**config.mk**
```make
export PLATFORM = sky130hd
export DESIGN_NAME = id_ex_stage_flat
export DESIGN_NICKNAME = d
export VERILOG_FILES = /design/src/rtl/id_ex_stage_pkg.sv /design/src/rtl/id_ex_stage_if.sv /design/src/rtl/id_ex_stage_sat_cnt32.sv /design/src/rtl/id_ex_stage.sv /design/src/flat_wrapper.sv
export SDC_FILE = /design/constraint.sdc
export NUM_CORES = 1
export LEC_CHECK = 0
export ABC_AREA = 0
export BUFFER_PORTS_ARGS = -buffer_cell sky130_fd_sc_hd__clkbuf_2
export CORE_AREA = 2 2 121 123
export DETAILED_ROUTE_END_ITERATION = 10
export DIE_AREA = 0 0 123 125
export PLACE_DENSITY_LB_ADDON = 0.15
export SLEW_MARGIN = 20
export SYNTH_ARGS = -nofsm -noshare
export SYNTH_HDL_FRONTEND = slang
export SYNTH_SLANG_ARGS = --single-unit
```
**constraint.sdc**
```tcl
create_clock -name clk -period 2.9 [get_ports clk]
set_input_delay 0.435 -clock clk [delete_from_list [all_inputs] [get_ports clk]]
set_output_delay 0.435 -clock clk [all_outputs]
set_load 0.01 [all_outputs]
```
**src/rtl/id_ex_stage_pkg.sv**
```systemverilog
// Shared constants and types for the ID/EX pipeline register.
// Optional performance counters are enabled with the ID_EX_PERF_CNT_EN macro.
package id_ex_stage_pkg;

  localparam int XLEN = 32;
  localparam int RAW  = 5;
  localparam int ALUW = 5;

  localparam logic [RAW-1:0] ZERO_REG = 5'd0;

  // What the stage register does in a given cycle
  typedef enum logic [1:0] {
    ACT_LOAD   = 2'd0,
    ACT_HOLD   = 2'd1,
    ACT_BUBBLE = 2'd2
  } stage_act_e;

  // Full contents of the ID/EX register
  typedef struct packed {
    logic            valid;
    logic            wen;
    logic            mem_ren;
    logic            mem_wen;
    logic [ALUW-1:0] alu_op;
    logic [RAW-1:0]  rs1;
    logic [RAW-1:0]  rs2;
    logic [RAW-1:0]  rd;
    logic [XLEN-1:0] pc;
    logic [XLEN-1:0] op1;
    logic [XLEN-1:0] op2;
    logic [XLEN-1:0] imm;
  } id_ex_t;

  // Turn a stage image into a bubble: control and addresses cleared so
  // forwarding can never match; data fields keep their old values.
  function automatic id_ex_t make_bubble(input id_ex_t cur);
    id_ex_t b;
    b         = cur;
    b.valid   = 1'b0;
    b.wen     = 1'b0;
    b.mem_ren = 1'b0;
    b.mem_wen = 1'b0;
    b.rs1     = ZERO_REG;
    b.rs2     = ZERO_REG;
    b.rd      = ZERO_REG;
    return b;
  endfunction

  // Saturating increment of a 32-bit count
  function automatic logic [31:0] sat_inc(input logic [31:0] v);
    logic [31:0] r;
    if (v == 32'hFFFF_FFFF) begin
      r = v;
    end else begin
      r = v + 32'd1;
    end
    return r;
  endfunction

endpackage

```
**src/rtl/id_ex_stage_if.sv**
```systemverilog
// Decode-to-execute bus of the ID/EX stage: decoded inputs, pipeline
// control, registered EX outputs and the decode stall request.
interface id_ex_stage_if;
  import id_ex_stage_pkg::*;

  logic            id_valid;
  logic [XLEN-1:0] id_pc;
  logic [XLEN-1:0] id_op1;
  logic [XLEN-1:0] id_op2;
  logic [XLEN-1:0] id_imm;
  logic [RAW-1:0]  id_rs1;
  logic [RAW-1:0]  id_rs2;
  logic [RAW-1:0]  id_rd;
  logic            id_rs1_used;
  logic            id_rs2_used;
  logic            id_wen;
  logic            id_mem_ren;
  logic            id_mem_wen;
  logic [ALUW-1:0] id_alu_op;
  logic            flush;
  logic            ex_stall;

  logic            ex_valid;
  logic            ex_wen;
  logic            ex_mem_ren;
  logic            ex_mem_wen;
  logic [XLEN-1:0] ex_pc;
  logic [XLEN-1:0] ex_op1;
  logic [XLEN-1:0] ex_op2;
  logic [XLEN-1:0] ex_imm;
  logic [ALUW-1:0] ex_alu_op;
  logic [RAW-1:0]  ID_EX_rs1;
  logic [RAW-1:0]  ID_EX_rs2;
  logic [RAW-1:0]  ex_rd;
  logic            id_stall;

  // Surrounding pipeline: drives decode fields and control, observes EX
  modport master (
    output id_valid, id_pc, id_op1, id_op2, id_imm, id_rs1, id_rs2, id_rd,
           id_rs1_used, id_rs2_used, id_wen, id_mem_ren, id_mem_wen,
           id_alu_op, flush, ex_stall,
    input  ex_valid, ex_wen, ex_mem_ren, ex_mem_wen, ex_pc, ex_op1, ex_op2,
           ex_imm, ex_alu_op, ID_EX_rs1, ID_EX_rs2, ex_rd, id_stall
  );

  // The ID/EX stage itself
  modport slave (
    input  id_valid, id_pc, id_op1, id_op2, id_imm, id_rs1, id_rs2, id_rd,
           id_rs1_used, id_rs2_used, id_wen, id_mem_ren, id_mem_wen,
           id_alu_op, flush, ex_stall,
    output ex_valid, ex_wen, ex_mem_ren, ex_mem_wen, ex_pc, ex_op1, ex_op2,
           ex_imm, ex_alu_op, ID_EX_rs1, ID_EX_rs2, ex_rd, id_stall
  );

endinterface

```
**src/rtl/id_ex_stage_sat_cnt32.sv**
```systemverilog
// sat_cnt32: 32-bit event counter that sticks at all-ones instead of wrapping.
module sat_cnt32
  import id_ex_stage_pkg::*;
(
  input  logic        clk,
  input  logic        rst_n,
  input  logic        inc,
  output logic [31:0] cnt
);

  logic [31:0] cnt_r;

  // Count enabled events, saturating at the top value
  always_ff @(posedge clk or negedge rst_n) begin
    if (!rst_n) begin
      cnt_r <= 32'd0;
    end else if (inc) begin
      cnt_r <= sat_inc(cnt_r);
    end else begin
      cnt_r <= cnt_r;
    end
  end

  assign cnt = cnt_r;

endmodule

```
**src/rtl/id_ex_stage.sv**
```systemverilog
// ID/EX pipeline register with inline load-use hazard detection.
// Define ID_EX_PERF_CNT_EN to add the bubble_cnt / flush_cnt counters.
module id_ex_stage
  import id_ex_stage_pkg::*;
(
  input  logic         clk,
  input  logic         rst_n,
  id_ex_stage_if.slave bus
`ifdef ID_EX_PERF_CNT_EN
  ,
  output logic [31:0]  bubble_cnt,
  output logic [31:0]  flush_cnt
`endif
);

  id_ex_t     stage_r;
  id_ex_t     stage_nxt_s;
  id_ex_t     capture_s;
  stage_act_e act_s;
  logic       rs1_hit_s;
  logic       rs2_hit_s;
  logic       load_use_s;

  // Load-use detection against the load currently sitting in EX
  always_comb begin
    rs1_hit_s  = bus.id_rs1_used && (bus.id_rs1 == stage_r.rd);
    rs2_hit_s  = bus.id_rs2_used && (bus.id_rs2 == stage_r.rd);
    load_use_s = stage_r.valid && stage_r.mem_ren && (stage_r.rd != ZERO_REG)
                 && bus.id_valid && (rs1_hit_s || rs2_hit_s);
  end

  // Priority: flush > ex_stall > load-use > normal capture
  always_comb begin
    act_s = ACT_LOAD;
    if (bus.flush) begin
      act_s = ACT_BUBBLE;
    end else if (bus.ex_stall) begin
      act_s = ACT_HOLD;
    end else if (load_use_s) begin
      act_s = ACT_BUBBLE;
    end else begin
      act_s = ACT_LOAD;
    end
  end

  // Image of the decode slot as it would be captured
  always_comb begin
    capture_s.valid   = bus.id_valid;
    capture_s.wen     = bus.id_wen;
    capture_s.mem_ren = bus.id_mem_ren;
    capture_s.mem_wen = bus.id_mem_wen;
    capture_s.alu_op  = bus.id_alu_op;
    capture_s.rs1     = bus.id_rs1;
    capture_s.rs2     = bus.id_rs2;
    capture_s.rd      = bus.id_rd;
    capture_s.pc      = bus.id_pc;
    capture_s.op1     = bus.id_op1;
    capture_s.op2     = bus.id_op2;
    capture_s.imm     = bus.id_imm;
  end

  // Next register contents; an empty decode slot loads as a bubble
  always_comb begin
    stage_nxt_s = stage_r;
    case (act_s)
      ACT_HOLD: begin
        stage_nxt_s = stage_r;
      end
      ACT_BUBBLE: begin
        stage_nxt_s = make_bubble(stage_r);
      end
      ACT_LOAD: begin
        if (bus.id_valid) begin
          stage_nxt_s = capture_s;
        end else begin
          stage_nxt_s = make_bubble(stage_r);
        end
      end
      default: begin
        stage_nxt_s = stage_r;
      end
    endcase
  end

  // ID/EX register
  always_ff @(posedge clk or negedge rst_n) begin
    if (!rst_n) begin
      stage_r <= '0;
    end else begin
      stage_r <= stage_nxt_s;
    end
  end

  assign bus.ex_valid   = stage_r.valid;
  assign bus.ex_wen     = stage_r.wen;
  assign bus.ex_mem_ren = stage_r.mem_ren;
  assign bus.ex_mem_wen = stage_r.mem_wen;
  assign bus.ex_alu_op  = stage_r.alu_op;
  assign bus.ID_EX_rs1  = stage_r.rs1;
  assign bus.ID_EX_rs2  = stage_r.rs2;
  assign bus.ex_rd      = stage_r.rd;
  assign bus.ex_pc      = stage_r.pc;
  assign bus.ex_op1     = stage_r.op1;
  assign bus.ex_op2     = stage_r.op2;
  assign bus.ex_imm     = stage_r.imm;

  // A flush kills the load-use request; EX busy always holds decode
  assign bus.id_stall = bus.ex_stall || (load_use_s && !bus.flush);

`ifdef ID_EX_PERF_CNT_EN
  logic bubble_inc_s;
  logic flush_inc_s;

  // A load-use bubble counts only when it is actually loaded
  always_comb begin
    bubble_inc_s = (act_s == ACT_BUBBLE) && !bus.flush && load_use_s;
    flush_inc_s  = bus.flush;
  end

  sat_cnt32 u_bubble_cnt (
    .clk   (clk),
    .rst_n (rst_n),
    .inc   (bubble_inc_s),
    .cnt   (bubble_cnt)
  );

  sat_cnt32 u_flush_cnt (
    .clk   (clk),
    .rst_n (rst_n),
    .inc   (flush_inc_s),
    .cnt   (flush_cnt)
  );
`else
  // Counters are not built; the stage behaves identically without them.
`endif

endmodule

```
**src/flat_wrapper.sv**
```systemverilog
// flat-port wrapper written by rule: the top's interface ports become plain ports
module id_ex_stage_flat import id_ex_stage_pkg::*;
  (clk, rst_n, bus_id_valid, bus_id_pc, bus_id_op1, bus_id_op2, bus_id_imm, bus_id_rs1, bus_id_rs2, bus_id_rd, bus_id_rs1_used, bus_id_rs2_used, bus_id_wen, bus_id_mem_ren, bus_id_mem_wen, bus_id_alu_op, bus_flush, bus_ex_stall, bus_ex_valid, bus_ex_wen, bus_ex_mem_ren, bus_ex_mem_wen, bus_ex_pc, bus_ex_op1, bus_ex_op2, bus_ex_imm, bus_ex_alu_op, bus_ID_EX_rs1, bus_ID_EX_rs2, bus_ex_rd, bus_id_stall);
  id_ex_stage_if bus_i ();
  input  logic clk;
  input  logic rst_n;
  input wire logic [$bits(bus_i.id_valid)-1:0] bus_id_valid;
  input wire logic [$bits(bus_i.id_pc)-1:0] bus_id_pc;
  input wire logic [$bits(bus_i.id_op1)-1:0] bus_id_op1;
  input wire logic [$bits(bus_i.id_op2)-1:0] bus_id_op2;
  input wire logic [$bits(bus_i.id_imm)-1:0] bus_id_imm;
  input wire logic [$bits(bus_i.id_rs1)-1:0] bus_id_rs1;
  input wire logic [$bits(bus_i.id_rs2)-1:0] bus_id_rs2;
  input wire logic [$bits(bus_i.id_rd)-1:0] bus_id_rd;
  input wire logic [$bits(bus_i.id_rs1_used)-1:0] bus_id_rs1_used;
  input wire logic [$bits(bus_i.id_rs2_used)-1:0] bus_id_rs2_used;
  input wire logic [$bits(bus_i.id_wen)-1:0] bus_id_wen;
  input wire logic [$bits(bus_i.id_mem_ren)-1:0] bus_id_mem_ren;
  input wire logic [$bits(bus_i.id_mem_wen)-1:0] bus_id_mem_wen;
  input wire logic [$bits(bus_i.id_alu_op)-1:0] bus_id_alu_op;
  input wire logic [$bits(bus_i.flush)-1:0] bus_flush;
  input wire logic [$bits(bus_i.ex_stall)-1:0] bus_ex_stall;
  output wire logic [$bits(bus_i.ex_valid)-1:0] bus_ex_valid;
  output wire logic [$bits(bus_i.ex_wen)-1:0] bus_ex_wen;
  output wire logic [$bits(bus_i.ex_mem_ren)-1:0] bus_ex_mem_ren;
  output wire logic [$bits(bus_i.ex_mem_wen)-1:0] bus_ex_mem_wen;
  output wire logic [$bits(bus_i.ex_pc)-1:0] bus_ex_pc;
  output wire logic [$bits(bus_i.ex_op1)-1:0] bus_ex_op1;
  output wire logic [$bits(bus_i.ex_op2)-1:0] bus_ex_op2;
  output wire logic [$bits(bus_i.ex_imm)-1:0] bus_ex_imm;
  output wire logic [$bits(bus_i.ex_alu_op)-1:0] bus_ex_alu_op;
  output wire logic [$bits(bus_i.ID_EX_rs1)-1:0] bus_ID_EX_rs1;
  output wire logic [$bits(bus_i.ID_EX_rs2)-1:0] bus_ID_EX_rs2;
  output wire logic [$bits(bus_i.ex_rd)-1:0] bus_ex_rd;
  output wire logic [$bits(bus_i.id_stall)-1:0] bus_id_stall;
  assign bus_i.id_valid = bus_id_valid;
  assign bus_i.id_pc = bus_id_pc;
  assign bus_i.id_op1 = bus_id_op1;
  assign bus_i.id_op2 = bus_id_op2;
  assign bus_i.id_imm = bus_id_imm;
  assign bus_i.id_rs1 = bus_id_rs1;
  assign bus_i.id_rs2 = bus_id_rs2;
  assign bus_i.id_rd = bus_id_rd;
  assign bus_i.id_rs1_used = bus_id_rs1_used;
  assign bus_i.id_rs2_used = bus_id_rs2_used;
  assign bus_i.id_wen = bus_id_wen;
  assign bus_i.id_mem_ren = bus_id_mem_ren;
  assign bus_i.id_mem_wen = bus_id_mem_wen;
  assign bus_i.id_alu_op = bus_id_alu_op;
  assign bus_i.flush = bus_flush;
  assign bus_i.ex_stall = bus_ex_stall;
  assign bus_ex_valid = bus_i.ex_valid;
  assign bus_ex_wen = bus_i.ex_wen;
  assign bus_ex_mem_ren = bus_i.ex_mem_ren;
  assign bus_ex_mem_wen = bus_i.ex_mem_wen;
  assign bus_ex_pc = bus_i.ex_pc;
  assign bus_ex_op1 = bus_i.ex_op1;
  assign bus_ex_op2 = bus_i.ex_op2;
  assign bus_ex_imm = bus_i.ex_imm;
  assign bus_ex_alu_op = bus_i.ex_alu_op;
  assign bus_ID_EX_rs1 = bus_i.ID_EX_rs1;
  assign bus_ID_EX_rs2 = bus_i.ID_EX_rs2;
  assign bus_ex_rd = bus_i.ex_rd;
  assign bus_id_stall = bus_i.id_stall;
  id_ex_stage u_core (.clk(clk), .rst_n(rst_n), .bus(bus_i));
endmodule
```
# Word level (Yosys, flattened, before mapping)
# Index checks and enable logic that the tools add are counted.
[classes]
n_bitwise = 1
n_eq_ne = 3
n_reduce_logical = 14
n_mux = 5
[ops]
columns = ["cell", "count"]
rows = [
  ["152-bit case mux with 2 select lines", 1],
  ["152-bit 2-to-1 mux", 1],
  ["5-bit == test", 2],
  ["1-bit logical AND", 7],
  ["2-bit 2-to-1 mux", 3],
  ["5-bit nonzero test", 1],
  ["3-bit AND reduction", 1],
  ["2-bit == test (second input constant)", 1],
  ["2-bit logical NOT", 1],
  ["1-bit logical OR", 2],
  ["2-bit nonzero test", 1],
  ["1-bit logical NOT", 1],
  ["1-bit NOT", 1],
]
[totals]
input_bits = 158
output_inout_bits = 153
ff_bits = 152

# Logic depth before layout (Yosys ltp)
# Gate-level depths: netlist (run 1).
[depth]
ltp_word = 10
ltp_mapped = 8
mapped_depth_nobuf = 5

# Least setup slack after synthesis (run 1)
# Ideal clock, no wire load.
[synth_path]
kind = "flip-flop to flip-flop"
start = "register u_core.stage_r (netlist bit u_core.bus.ex_rd[1])"
end = "register u_core.stage_r (netlist bit u_core.bus.ex_op1[11])"
stages_incl_launch_ff = 9
setup_ns = 0.125
slack_ns = 0.986
n_path_buf = 3
t_arrival_ns = 1.789
path_cell_list = "dfrtp_1 > xnor2_1 > nand4_1 > o22ai_2 > a21bo_1 > buf_6 > buf_6 > buf_6 > mux2_4"
[synth_between]
elab_chain_cells = 10
[synth_rtl]
columns = ["element", "line", "text"]
rows = [
  ["start: declaration", "id_ex_stage.sv:16", "id_ex_t stage_r;"],
  ["start signal: assignment", "id_ex_stage.sv:90", "stage_r <= stage_nxt_s;"],
  ["5-bit == test (tied with other cells)", "id_ex_stage.sv:26", "rs1_hit_s = bus.id_rs1_used && (bus.id_rs1 == stage_r.rd);"],
  ["1-bit logical AND, on equally long branches", "id_ex_stage.sv:26, id_ex_stage.sv:27, id_ex_stage.sv:28", ""],
  ["1-bit logical OR or 1-bit logical AND (tied branches)", "id_ex_stage.sv:29", "&& bus.id_valid && (rs1_hit_s || rs2_hit_s);"],
  ["1-bit logical AND *", "id_ex_stage.sv:29", ""],
  ["2-bit 2-to-1 mux *", "id_ex_stage.sv:39", "end else if (load_use_s) begin"],
  ["2-bit 2-to-1 mux *", "id_ex_stage.sv:37", "end else if (bus.ex_stall) begin"],
  ["2-bit 2-to-1 mux *", "id_ex_stage.sv:35", "if (bus.flush) begin"],
  ["2-bit == test", "id_ex_stage.sv:65", "case (act_s)"],
  ["1-bit NOT (no line)", "--", ""],
  ["3-bit AND reduction (no line) *", "--", ""],
]
# Mark *: on every way between the ends. The rest lies on a longest branch, timed or not.
# A chain may end at the register's enable or synchronous reset.

# Worst setup path after layout (run 1)
[layout_path]
start = "register u_core.stage_r (netlist bit u_core.bus.ex_rd[4])"
end = "output port bus_id_stall"
[layout_between]
elab_chain_cells = 6
[layout_rtl]
columns = ["element", "line", "text"]
rows = [
  ["5-bit == test (tied with other cells)", "id_ex_stage.sv:26", ""],
  ["1-bit logical AND, on equally long branches", "id_ex_stage.sv:26, id_ex_stage.sv:27, id_ex_stage.sv:28", ""],
  ["1-bit logical OR or 1-bit logical AND (tied branches)", "id_ex_stage.sv:29", ""],
  ["1-bit logical AND *", "id_ex_stage.sv:29", ""],
  ["1-bit logical AND *", "id_ex_stage.sv:108", "assign bus.id_stall = bus.ex_stall || (load_use_s && !bus.flush);"],
  ["1-bit logical OR *", "id_ex_stage.sv:108", ""],
  ["end: declaration", "flat_wrapper.sv:35", "output wire logic [$bits(bus_i.id_stall)-1:0] bus_id_stall;"],
]
# Marked as above.

==> impl_metrics.csv, run 1 <==
group,metric,value,unit
timing,worst_slack,555,ps
synthesis,async_flop_share,100,%
timing,finalSetupViolCount,0,
grt,grt_max_degree,75,
synthesis,synth_seq_cells,152,
critical_path,cp-end-kind,"output pin",
cts,ctsHoldBuffers,0,
timing,worst_slew_pin_slew,834,ps
synthesis,ys_types,20,
route,antenna_left,0,
critical_path,crit_buf_inv,1,
route,avgViaCountPerCell,4.77,
synthesis,synth.largest_area_cell,"dfrtp_1",
hold_path,hold_class,"in2async",
cts,ctsHtreeMaxLevel,4,
timing,finalMaxSlewViolations,0,
critical_path,crit_type,"reg2out",
route,vias,4116,
timing,max_freq,0.426,GHz
placement,routabilityCongestion,0.768,
grt,grt_pass1_wl,22100,µm
cts,clock_latency,420,ps
route,drc,0,
synthesis,ys_top_cells_by_count,"dfrtp_1, mux2_2, mux2_4, a22o_1, xnor2_1",
critical_path,cp.required,2470,ps
timing,rsz0062_at_grt,"no",
grt,antenna_found_initial,0,
cts,postCtsSetupRepairBufs,0,
synthesis,avgSynthCellArea,17.3,µm²
placement,dp_slack,618,ps
synthesis,syn_nets,506,
timing,finalCritPeriodShare,80.9,%
placement,dp_hpwl,11100,µm
timing,finClkSkew,11.8,ps
die,dieArea,15400,µm²
layout,final_nets,823,
cts,cts-root-buf,"clkbuf_16",
cts,clk_pin_slew,60,ps
synthesis,synth_top_flop_cell,"dfrtp_1",
critical_path,cpMaxStageDelayCell,"dfrtp_1",
layout,n_antenna_cell,0,
synthesis,seq_area_frac_synth,63.3,%
critical_path,worstPathArrival,1910,ps
timing,finalHoldViolCount,0,
run,cap_violations,0,
synthesis,syn_area,6010,µm²
route,drt_iter0_drc,164,
cts,cts_tree,"built",
route,dr.pass1.iters,4,
grt,grt.overflow.total,0,
cts,cts-buffers-inserted,17,
power_and_ir_drop,ir_drop,0.394,mV
die,rows,44,
timing,relSlewSlack,44.1,%
timing,whs,3.57,ps
layout,final_util,58.7,%
synthesis,yosys.cell_count.top_type,"dfrtp_1",
placement,portBuffers,310,
status,outcome,"completed",
die,pin_count,311,
synthesis,synth_edf_count,0,
synthesis,netlist_instances,348,
critical_path,cp_cell_sequence,"xnor2_1 > nand4_1 > o22ai_2 > nand2_1 > o21bai_1 > clkbuf_2",
power_and_ir_drop,power.density,734,nW/µm²
synthesis,yosys_warnings,0,
die,start_util,42.3,%
timing,tns,0,ps
route,drt-total-wl,14700,µm
route,wl_per_cell,17.0,µm
timing,fin_crit,2350,ps
grt,grt_pass1_vias,4328,
critical_path,start_kind,"flip-flop",
cts,clock_sinks,152,
synthesis,synth_area_leaders,"dfrtp_1, mux2_4, mux2_2",
critical_path,crit_family,"flip-flops",
critical_path,max_stage_delay,440,ps
grt,grtUsageTotal,19.1,%
power_and_ir_drop,p_leak,4.43,nW
layout,fillCellCount,1221,
cts,clk_path_buf_depth,2,
die,dieWidth,123,µm
die,die_height,125,µm
synthesis,synth_top_area_share,63.3,%
layout,drive_above_1_share,71.4,%
die,fp.coreArea,14200,µm²
layout,synthToLayoutAreaGrowth,38.8,%
critical_path,critical_path.max_fanout,5,
cts,cts_resized,0,
[placed cells by master, fill, tap and decap left out, drive strengths merged]
master    synthesis  layout
nor2b             1       1
nand4             2       2
clkinvlp          0       4
inv               0       4
a22o             18      18
nor3              1       1
mux2            133     133
a21bo             1       1
nand3             1       1
o22ai             1       1
a21oi             1       1
buf              16       7
nor2              1       1
xnor2            10      10
nand2             5       5
a21boi            1       1
dfrtp           152     152
bufinv            0       2
nor3b             1       1
clkbuf            2     326
o21bai            1       1
clkinv            0       5
[logic make-up after synthesis]
group | Yosys count | synth area share, %
flops | 152 | 63.3
mux | 133 | 28.6
compound gates | 23 | 3.39
buf+inv | 18 | 2.29
simple gates | 12 | 0.978
xor+xnor | 10 | 1.46
[flip-flops by register name (all words and copies together) (netlist names)]
register / count
u_core.bus.ex_valid: 1
u_core.bus.ex_rd: 5
u_core.bus.ex_wen: 1
u_core.bus.ex_op1: 32
u_core.bus.ex_mem_wen: 1
u_core.bus.ex_op2: 32
u_core.bus.ex_mem_ren: 1
u_core.bus.ex_imm: 32
u_core.bus.ex_alu_op: 5
u_core.bus.ID_EX_rs2: 5
u_core.bus.ID_EX_rs1: 5
u_core.bus.ex_pc: 32
[per-layer routing]
metal / vias up / part of all wire (%) / track usage [%]
li1: 1874 / - / -
met1: 1982 / 37 / 20.2
met4: 0 / 3.7 / 10.6
met5: - / 0 / 0
met3: 41 / 9.7 / 6.93
met2: 219 / 50 / 32.5
[final timing paths]
check                                     from                       to  slack (ps)  cells past startpoint
hold / removal                           rst_n  u_core.bus.ex_alu_op[4]           4                      1
min in group clk                 bus_id_op2[0]     u_core.bus.ex_op2[0]         240                      2
setup / recovery           u_core.bus.ex_rd[4]             bus_id_stall         550                      6
max in group asynchronous                rst_n      u_core.bus.ex_rd[2]        2120                      2
setup reg to reg           u_core.bus.ex_rd[4]     u_core.bus.ex_op1[0]         610                      6
hold reg to reg            u_core.bus.ex_pc[1]      u_core.bus.ex_pc[1]         500                      1
[layout make-up]
cell class / count / area [µm²] / area share, %
clock buffers: 17 / 425 / 5.10
well taps: 184 / 230 / 2.76
multi-input cells: 178 / 2080 / 24.9
flip-flops and latches: 152 / 3800 / 45.6
clock inverters: 15 / 168 / 2.01
repair buffers: 316 / 1640 / 19.7
[report_power, final]
part	leakage, nW	internal (mW)	switching, mW	total [mW]
sequential	1.83	2.48	0.203	2.69
combinational	2.32	0.699	0.562	1.26
clock	0.278	1.28	0.897	2.18
[per-stage QoR]
stage | instance area, µm² | cells | total power [mW]
2_1_floorplan | 6010 | 348 | 3.36
3_3_place_gp | 7750 | 830 | 3.97
3_5_place_dp | 7750 | 830 | 4.01
4_1_cts | 8340 | 862 | 6.22
5_1_grt | 8340 | 862 | 6.42
6_report | 8340 | 862 | 6.13
[worst reg2reg max path: stages (launching register included)]
cell,delay [ps]
dfrtp_1,440
xnor2_1,250
nand4_1,150
o22ai_2,280
a21bo_4,200
buf_12,380
mux2_2,470
Power figures use the tool's default switching activity.
==> run 2: changes to the inputs <==
--- a/config.mk
+++ b/config.mk
@@ -7,9 +7,9 @@
 export LEC_CHECK = 0
 export ABC_AREA = 0
 export BUFFER_PORTS_ARGS = -buffer_cell sky130_fd_sc_hd__clkbuf_2
-export CORE_AREA = 2 2 121 123
+export CORE_AREA = 2 2 125 127
 export DETAILED_ROUTE_END_ITERATION = 10
-export DIE_AREA = 0 0 123 125
+export DIE_AREA = 0 0 127 129
 export PLACE_DENSITY_LB_ADDON = 0.15
 export SLEW_MARGIN = 20
 export SYNTH_ARGS = -nofsm -noshare
==> constraint.sdc (replaced) <==
create_clock -name clk -period 2 [get_ports clk]
set_input_delay 0.3 -clock clk [delete_from_list [all_inputs] [get_ports clk]]
set_output_delay 0.3 -clock clk [all_outputs]
set_load 0.01 [all_outputs]
==> run 2 against run 1 <==
Against the previous run:
- the run now ends with setup timing left
- clock skew is 1.8 ps lower
- combinational power is 71% higher
- first-iteration DRC count is 7.3% higher
- die area is 6.6% higher
- count of clock-buffer cells in the layout is 3 higher
- final area is 13% higher
- clock power is 52% higher
- critical path type unchanged
- largest power group unchanged
- highest routed layer unchanged
==> impl_metrics.csv, run 2 (synthesis gave the netlist of run 1 again) <==
group,metric,value,unit
status,outcome,"finished, violations left",
status,failed_checks,"setup timing",
cts,ctsHtreeMaxLevel,4,
critical_path,cp.required,1700,ps
route,wl_per_cell,17.8,µm
grt,grt.overflow.total,0,
critical_path,crit_buf_inv,2,
route,avgViaCountPerCell,4.76,
critical_path,cp-end-kind,"output pin",
layout,synthToLayoutAreaGrowth,56.8,%
timing,finalMaxSlewViolations,0,
grt,grt_pass1_wl,22400,µm
critical_path,worstPathArrival,1810,ps
critical_path,start_kind,"flip-flop",
layout,drive_above_1_share,74.0,%
layout,final_cells,912,
critical_path,crit_family,"flip-flops",
grt,grtUsageMet1,21.5,%
grt,grtUsageTotal,17.5,%
layout,final_util,62.9,%
grt,grt_max_degree,71,
cts,cts_tree,"built",
layout,n_antenna_cell,0,
power_and_ir_drop,p_leak,5.23,nW
critical_path,crit_type,"reg2out",
critical_path,cpMaxStageDelayCell,"dfrtp_2",
timing,whs,114,ps
power_and_ir_drop,power.density,997,nW/µm²
die,pin_count,311,
grt,grt.met2_usage,29.0,%
die,dieWidth,127,µm
power_and_ir_drop,ir_drop,0.535,mV
cts,clock_sinks,152,
timing,worst_slew_pin_slew,531,ps
cts,cts-buffers-inserted,17,
timing,fin_crit,2110,ps
timing,finalSetupViolCount,131,
route,vias,4339,
layout,final_cell_mix,"clkbuf_2, dfrtp_1, mux2_4",
timing,max_freq,0.473,GHz
timing,finClkSkew,10.0,ps
cts,cts-root-buf,"clkbuf_16",
timing,finalCritPeriodShare,106,%
placement,dpl.cell_count,851,
grt,met3_usage,6.53,%
route,drt_iter0_drc,176,
cts,clk_pin_slew,60,ps
critical_path,max_stage_delay,450,ps
timing,worst_slack,-113,ps
route,antenna_left,0,
layout,final_nets,870,
cts,clock_latency,410,ps
die,die_height,129,µm
cts,clk_path_buf_depth,2,
placement,dp_hpwl,11100,µm
die,rows,45,
critical_path,cp_cell_sequence,"xnor2_2 > nand4_1 > o22ai_2 > buf_4 > nand2_2 > o21bai_1 > buf_2",
die,fp.coreArea,15000,µm²
critical_path,critical_path.max_fanout,4,
die,dieArea,16400,µm²
layout,final_common_cell,"clkbuf_2",
timing,finalHoldViolCount,0,
placement,routabilityCongestion,0.809,
placement,portBuffers,310,
route,drc,0,
timing,tns,-5350,ps
hold_path,hold_class,"in2reg",
route,drt-total-wl,16300,µm
timing,relSlewSlack,64.5,%
grt,grt_pass1_vias,4342,
grt,globalRoute.busiestLayer,"met2",
timing,rsz0062_at_grt,"yes",
grt,antenna_found_initial,0,
run,cap_violations,0,
route,dr.pass1.iters,4,
die,start_util,40.1,%
-- run 2: cell count changes in the layout (fill, tap and decap cells not counted), moves of 4 or more --
cell and change:
clkbuf_16 +13, buf_8 +5, mux2_4 +72, xnor2_2 +4
buf_12 +9, mux2_2 -72, buf_4 +18, xnor2_1 -4
-- run 2: worst paths after layout --
| check | endpoint | slack (ps) | cells past startpoint | startpoint |
|---|---|---|---|---|
| max | bus_id_stall | -110 | 7 | u_core.bus.ex_rd[4] |
| min | u_core.bus.ex_rd[0] | 110 | 2 | bus_id_rd[0] |
| max reg2reg | u_core.bus.ex_op2[13] | -100 | 8 | u_core.bus.ex_rd[0] |
| min reg2reg | u_core.bus.ex_mem_wen | 500 | 1 | u_core.bus.ex_mem_wen |
| max in group asynchronous | u_core.bus.ex_op1[0] | 1060 | 3 | rst_n |
| min in group asynchronous | u_core.bus.ID_EX_rs2[2] | 300 | 2 | rst_n |
-- run 2: cell type report --
type                            count  area, µm²
Fill cell                        1128       5550
Sequential cell                   152       3810
Multi-Input combinational cell    178       2390
Timing Repair Buffer              363       2380
Clock buffer                       20        437
Tap cell                          188        235
Clock inverter                     11        173
-- run 2: per-stage QoR --
step | instance area, µm² | total power [mW] | setup WS, ps
floorplan | 6010 | 4.87 | 86.3
global placement | 7980 | 5.79 | 10.7
detailed placement | 7980 | 5.84 | 17.1
CTS | 8680 | 9.21 | -117
global route | 9420 | 9.82 | -206
finish | 9420 | 9.39 | -113
-- run 2: repair_timing --
| action | in CTS | in global routing |
|---|---|---|
| setup endpoints to repair | 5 | 143 |
| pin swaps | 9 | 5 |
| hold buffers | 1 | 0 |
| endpoints found under the hold margin | 20 | 0 |
| resized for setup | 6 | 89 |
| gates cloned | 0 | 13 |
| setup buffers | 7 | 9 |
-- run 2: per-layer routing --
| metal | wire, µm | share of wire [%] | up-vias |
|---|---|---|---|
| met5 | 0 | 0 | - |
| met4 | 170 | 1.0 | 0 |
| met3 | 1250 | 7.7 | 15 |
| met2 | 8080 | 50 | 194 |
| met1 | 6780 | 42 | 2161 |
| li1 | - | - | 1969 |
-- run 2: power by group --
group	total, mW	switching (mW)	internal [mW]
logic	2.15	0.875	1.27
registers	3.92	0.314	3.60
clock network	3.32	1.24	2.09
==> run 3: changes to the inputs <==
==> constraint.sdc (replaced) <==
create_clock -name clk -period 1.8 [get_ports clk]
set_input_delay 0.27 -clock clk [delete_from_list [all_inputs] [get_ports clk]]
set_output_delay 0.27 -clock clk [all_outputs]
set_load 0.01 [all_outputs]
==> run 3 against run 2 <==
Against the previous run:
- the flow still finishes with violations (setup timing)
- via count is 2.0% higher
- critical path depth is 2 higher
- clock power hardly changed
- power increased by 7.7%
- hold slack got worse by 34 ps
- non-clock buffer count grew 10
- final cell count rose by 0.99%
- setup slack got worse by 160 ps
- highest routed layer unchanged
- core utilization is 0.13 points higher
- wire length grew 2.8%
- die area is the same
- clock skew is 1.6 ps lower
==> impl_metrics.csv, run 3 (synthesis gave the netlist of run 1 again) <==
group,metric,value,unit
die,rows,45,
cts,cts_tree,"built",
power_and_ir_drop,p_leak,5.22,nW
cts,ctsHtreeMaxLevel,4,
layout,final_cell_area,9440,µm²
timing,finalMaxSlewViolations,0,
critical_path,start_kind,"flip-flop",
layout,final_common_cell,"clkbuf_2",
critical_path,cp-end-kind,"flip-flop",
placement,dp_hpwl,11700,µm
power_and_ir_drop,intPower,7.46,mW
timing,finalCritPeriodShare,115,%
layout,synthToLayoutAreaGrowth,57.1,%
layout,drive_above_1_share,74.8,%
placement,dpl.cell_count,859,
route,antenna_left,0,
route,drt-total-wl,16700,µm
critical_path,timing.rr.end,"u_core.bus.ex_op1[1]",
grt,globalRoute.busiestLayer,"met2",
die,fp.coreArea,15000,µm²
route,dr.pass1.iters,4,
timing,finalHoldViolCount,0,
status,outcome,"finished, violations left",
route,drt_iter0_drc,129,
critical_path,ff2ff_path_depth,9,
power_and_ir_drop,switching_power,2.65,mW
cts,clk_pin_slew,60,ps
grt,grt.overflow.total,0,
critical_path,crit_start,"u_core.bus.ex_rd[3]",
timing,whs,79.9,ps
grt,grtUsageMet1,23.5,%
layout,register_area,3810,µm²
route,avgViaCountPerCell,4.81,
critical_path,cp-endpoint,"u_core.bus.ex_op1[1]",
cts,cts-buffers-inserted,17,
timing,max_freq,0.482,GHz
critical_path,rrSetupSlack,-280,ps
grt,grt.met2_usage,33.5,%
timing,fin_crit,2080,ps
placement,portBuffers,310,
power_and_ir_drop,p_comb_share,23.8,%
cts,cts-root-buf,"clkbuf_16",
die,pin_count,311,
grt,grt_max_degree,47,
hold_path,hp-start,"bus_id_wen",
grt,grtUsageTotal,20.1,%
timing,tns,-30730,ps
timing,worst_slack,-276,ps
route,vias,4426,
power_and_ir_drop,p_sw_share,26.2,%
power_and_ir_drop,clockPowerShare,33.1,%
placement,dpl-instance-area,8040,µm²
power_and_ir_drop,ir_drop,0.591,mV
timing,worst_slew_pin_slew,822,ps
route,drc,0,
hold_path,hold_class,"in2reg",
timing,finClkSkew,8.44,ps
die,start_util,40.1,%
power_and_ir_drop,power.density,1070,nW/µm²
critical_path,r2r-start,"u_core.bus.ex_rd[3]",
critical_path,worstPathArrival,2370,ps
layout,final_cells,921,
cts,clock_latency,410,ps
cts,clk_path_buf_depth,2,
power_and_ir_drop,power.total,10.1,mW
grt,grt_pass1_wl,25300,µm
layout,n_antenna_cell,0,
run,cap_violations,0,
timing,finalSetupViolCount,152,
layout,final_nets,880,
grt,met3_usage,7.61,%
timing,rsz0062_at_grt,"yes",
cts,clock_sinks,152,
layout,fillCellCount,1157,
route,wl_per_cell,18.2,µm
critical_path,cp.required,2100,ps
layout,final_cell_mix,"clkbuf_2, dfrtp_1, mux2_4",
die,die_height,129,µm
critical_path,crit_type,"reg2reg",
die,dieArea,16400,µm²
timing,relSlewSlack,44.9,%
layout,multi_input_area,2370,µm²
critical_path,critical_path.max_fanout,6,
status,failed_checks,"setup timing",
grt,antenna_found_initial,0,
power_and_ir_drop,seqPwrFrac,43.1,%
grt,grt_pass1_vias,4761,
placement,routabilityCongestion,0.790,
die,dieWidth,127,µm
## run 3: cell count changes in the layout (fill, tap and decap cells not counted), sizes merged
cell      before  now
clkinv         5    2
bufinv         4    1
inv            1    0
clkinvlp       1    4
clkbuf       341  334
buf           41   61
## run 3: stage by stage
| stage | setup WS, ps | utilization [%] |
|---|---|---|
| floorplan | -29.6 | - |
| global placement | -101 | 53.7 |
| detailed placement | -127 | 53.7 |
| CTS | -306 | 62.2 |
| global route | -363 | 63.1 |
| finish | -276 | 63.1 |
## run 3: what timing repair did
item,in CTS,in global routing
hold buffers,1,0
pin swaps,3,4
gates resized for setup,91,31
gates cloned,7,4
buffers inserted,20,8
setup endpoints to repair,141,153
hold endpoints to repair,42,0
## run 3: layer usage
metal,vias up,part of all wire [%],wire [µm]
li1,1986,-,-
met1,2193,39,6440
met2,222,50,8440
met3,25,9.0,1500
met4,0,2.1,348
met5,-,0,0
## run 3: final cells by class
type,count,area share [%]
Tap cell,188,2.49
Timing Repair Buffer,373,26.2
Multi-Input combinational cell,178,25.1
Clock inverter,7,0.742
Clock buffer,23,5.17
Sequential cell,152,40.3
## run 3: worst min-delay path by stage
stage,to,slack (ps),cells past startpoint
floorplan,u_core.bus.ID_EX_rs1[0],-30,0
global placement,u_core.bus.ex_imm[19],230,1
detailed placement,u_core.bus.ex_imm[19],240,1
CTS,u_core.bus.ex_wen,60,2
global route,u_core.bus.ex_rd[0],70,2
finish,u_core.bus.ex_wen,80,2
## run 3: power by group through the flow
stage	clock network, mW	registers, mW	logic, mW
floorplan	0	4.63	0.789
global placement	0	4.35	2.10
finish	3.35	4.36	2.41
CTS	3.42	4.35	2.40
detailed placement	0	4.39	2.13
global route	3.57	4.43	2.58
## run 3: critical path, stage by stage, from the launching register on
cell,delay (ps)
dfrtp_2,440
xnor2_1,160
nand4_1,120
o22ai_2,180
buf_4,140
a21bo_4,170
buf_12,140
buf_12,130
clkbuf_16,150
mux2_2,320
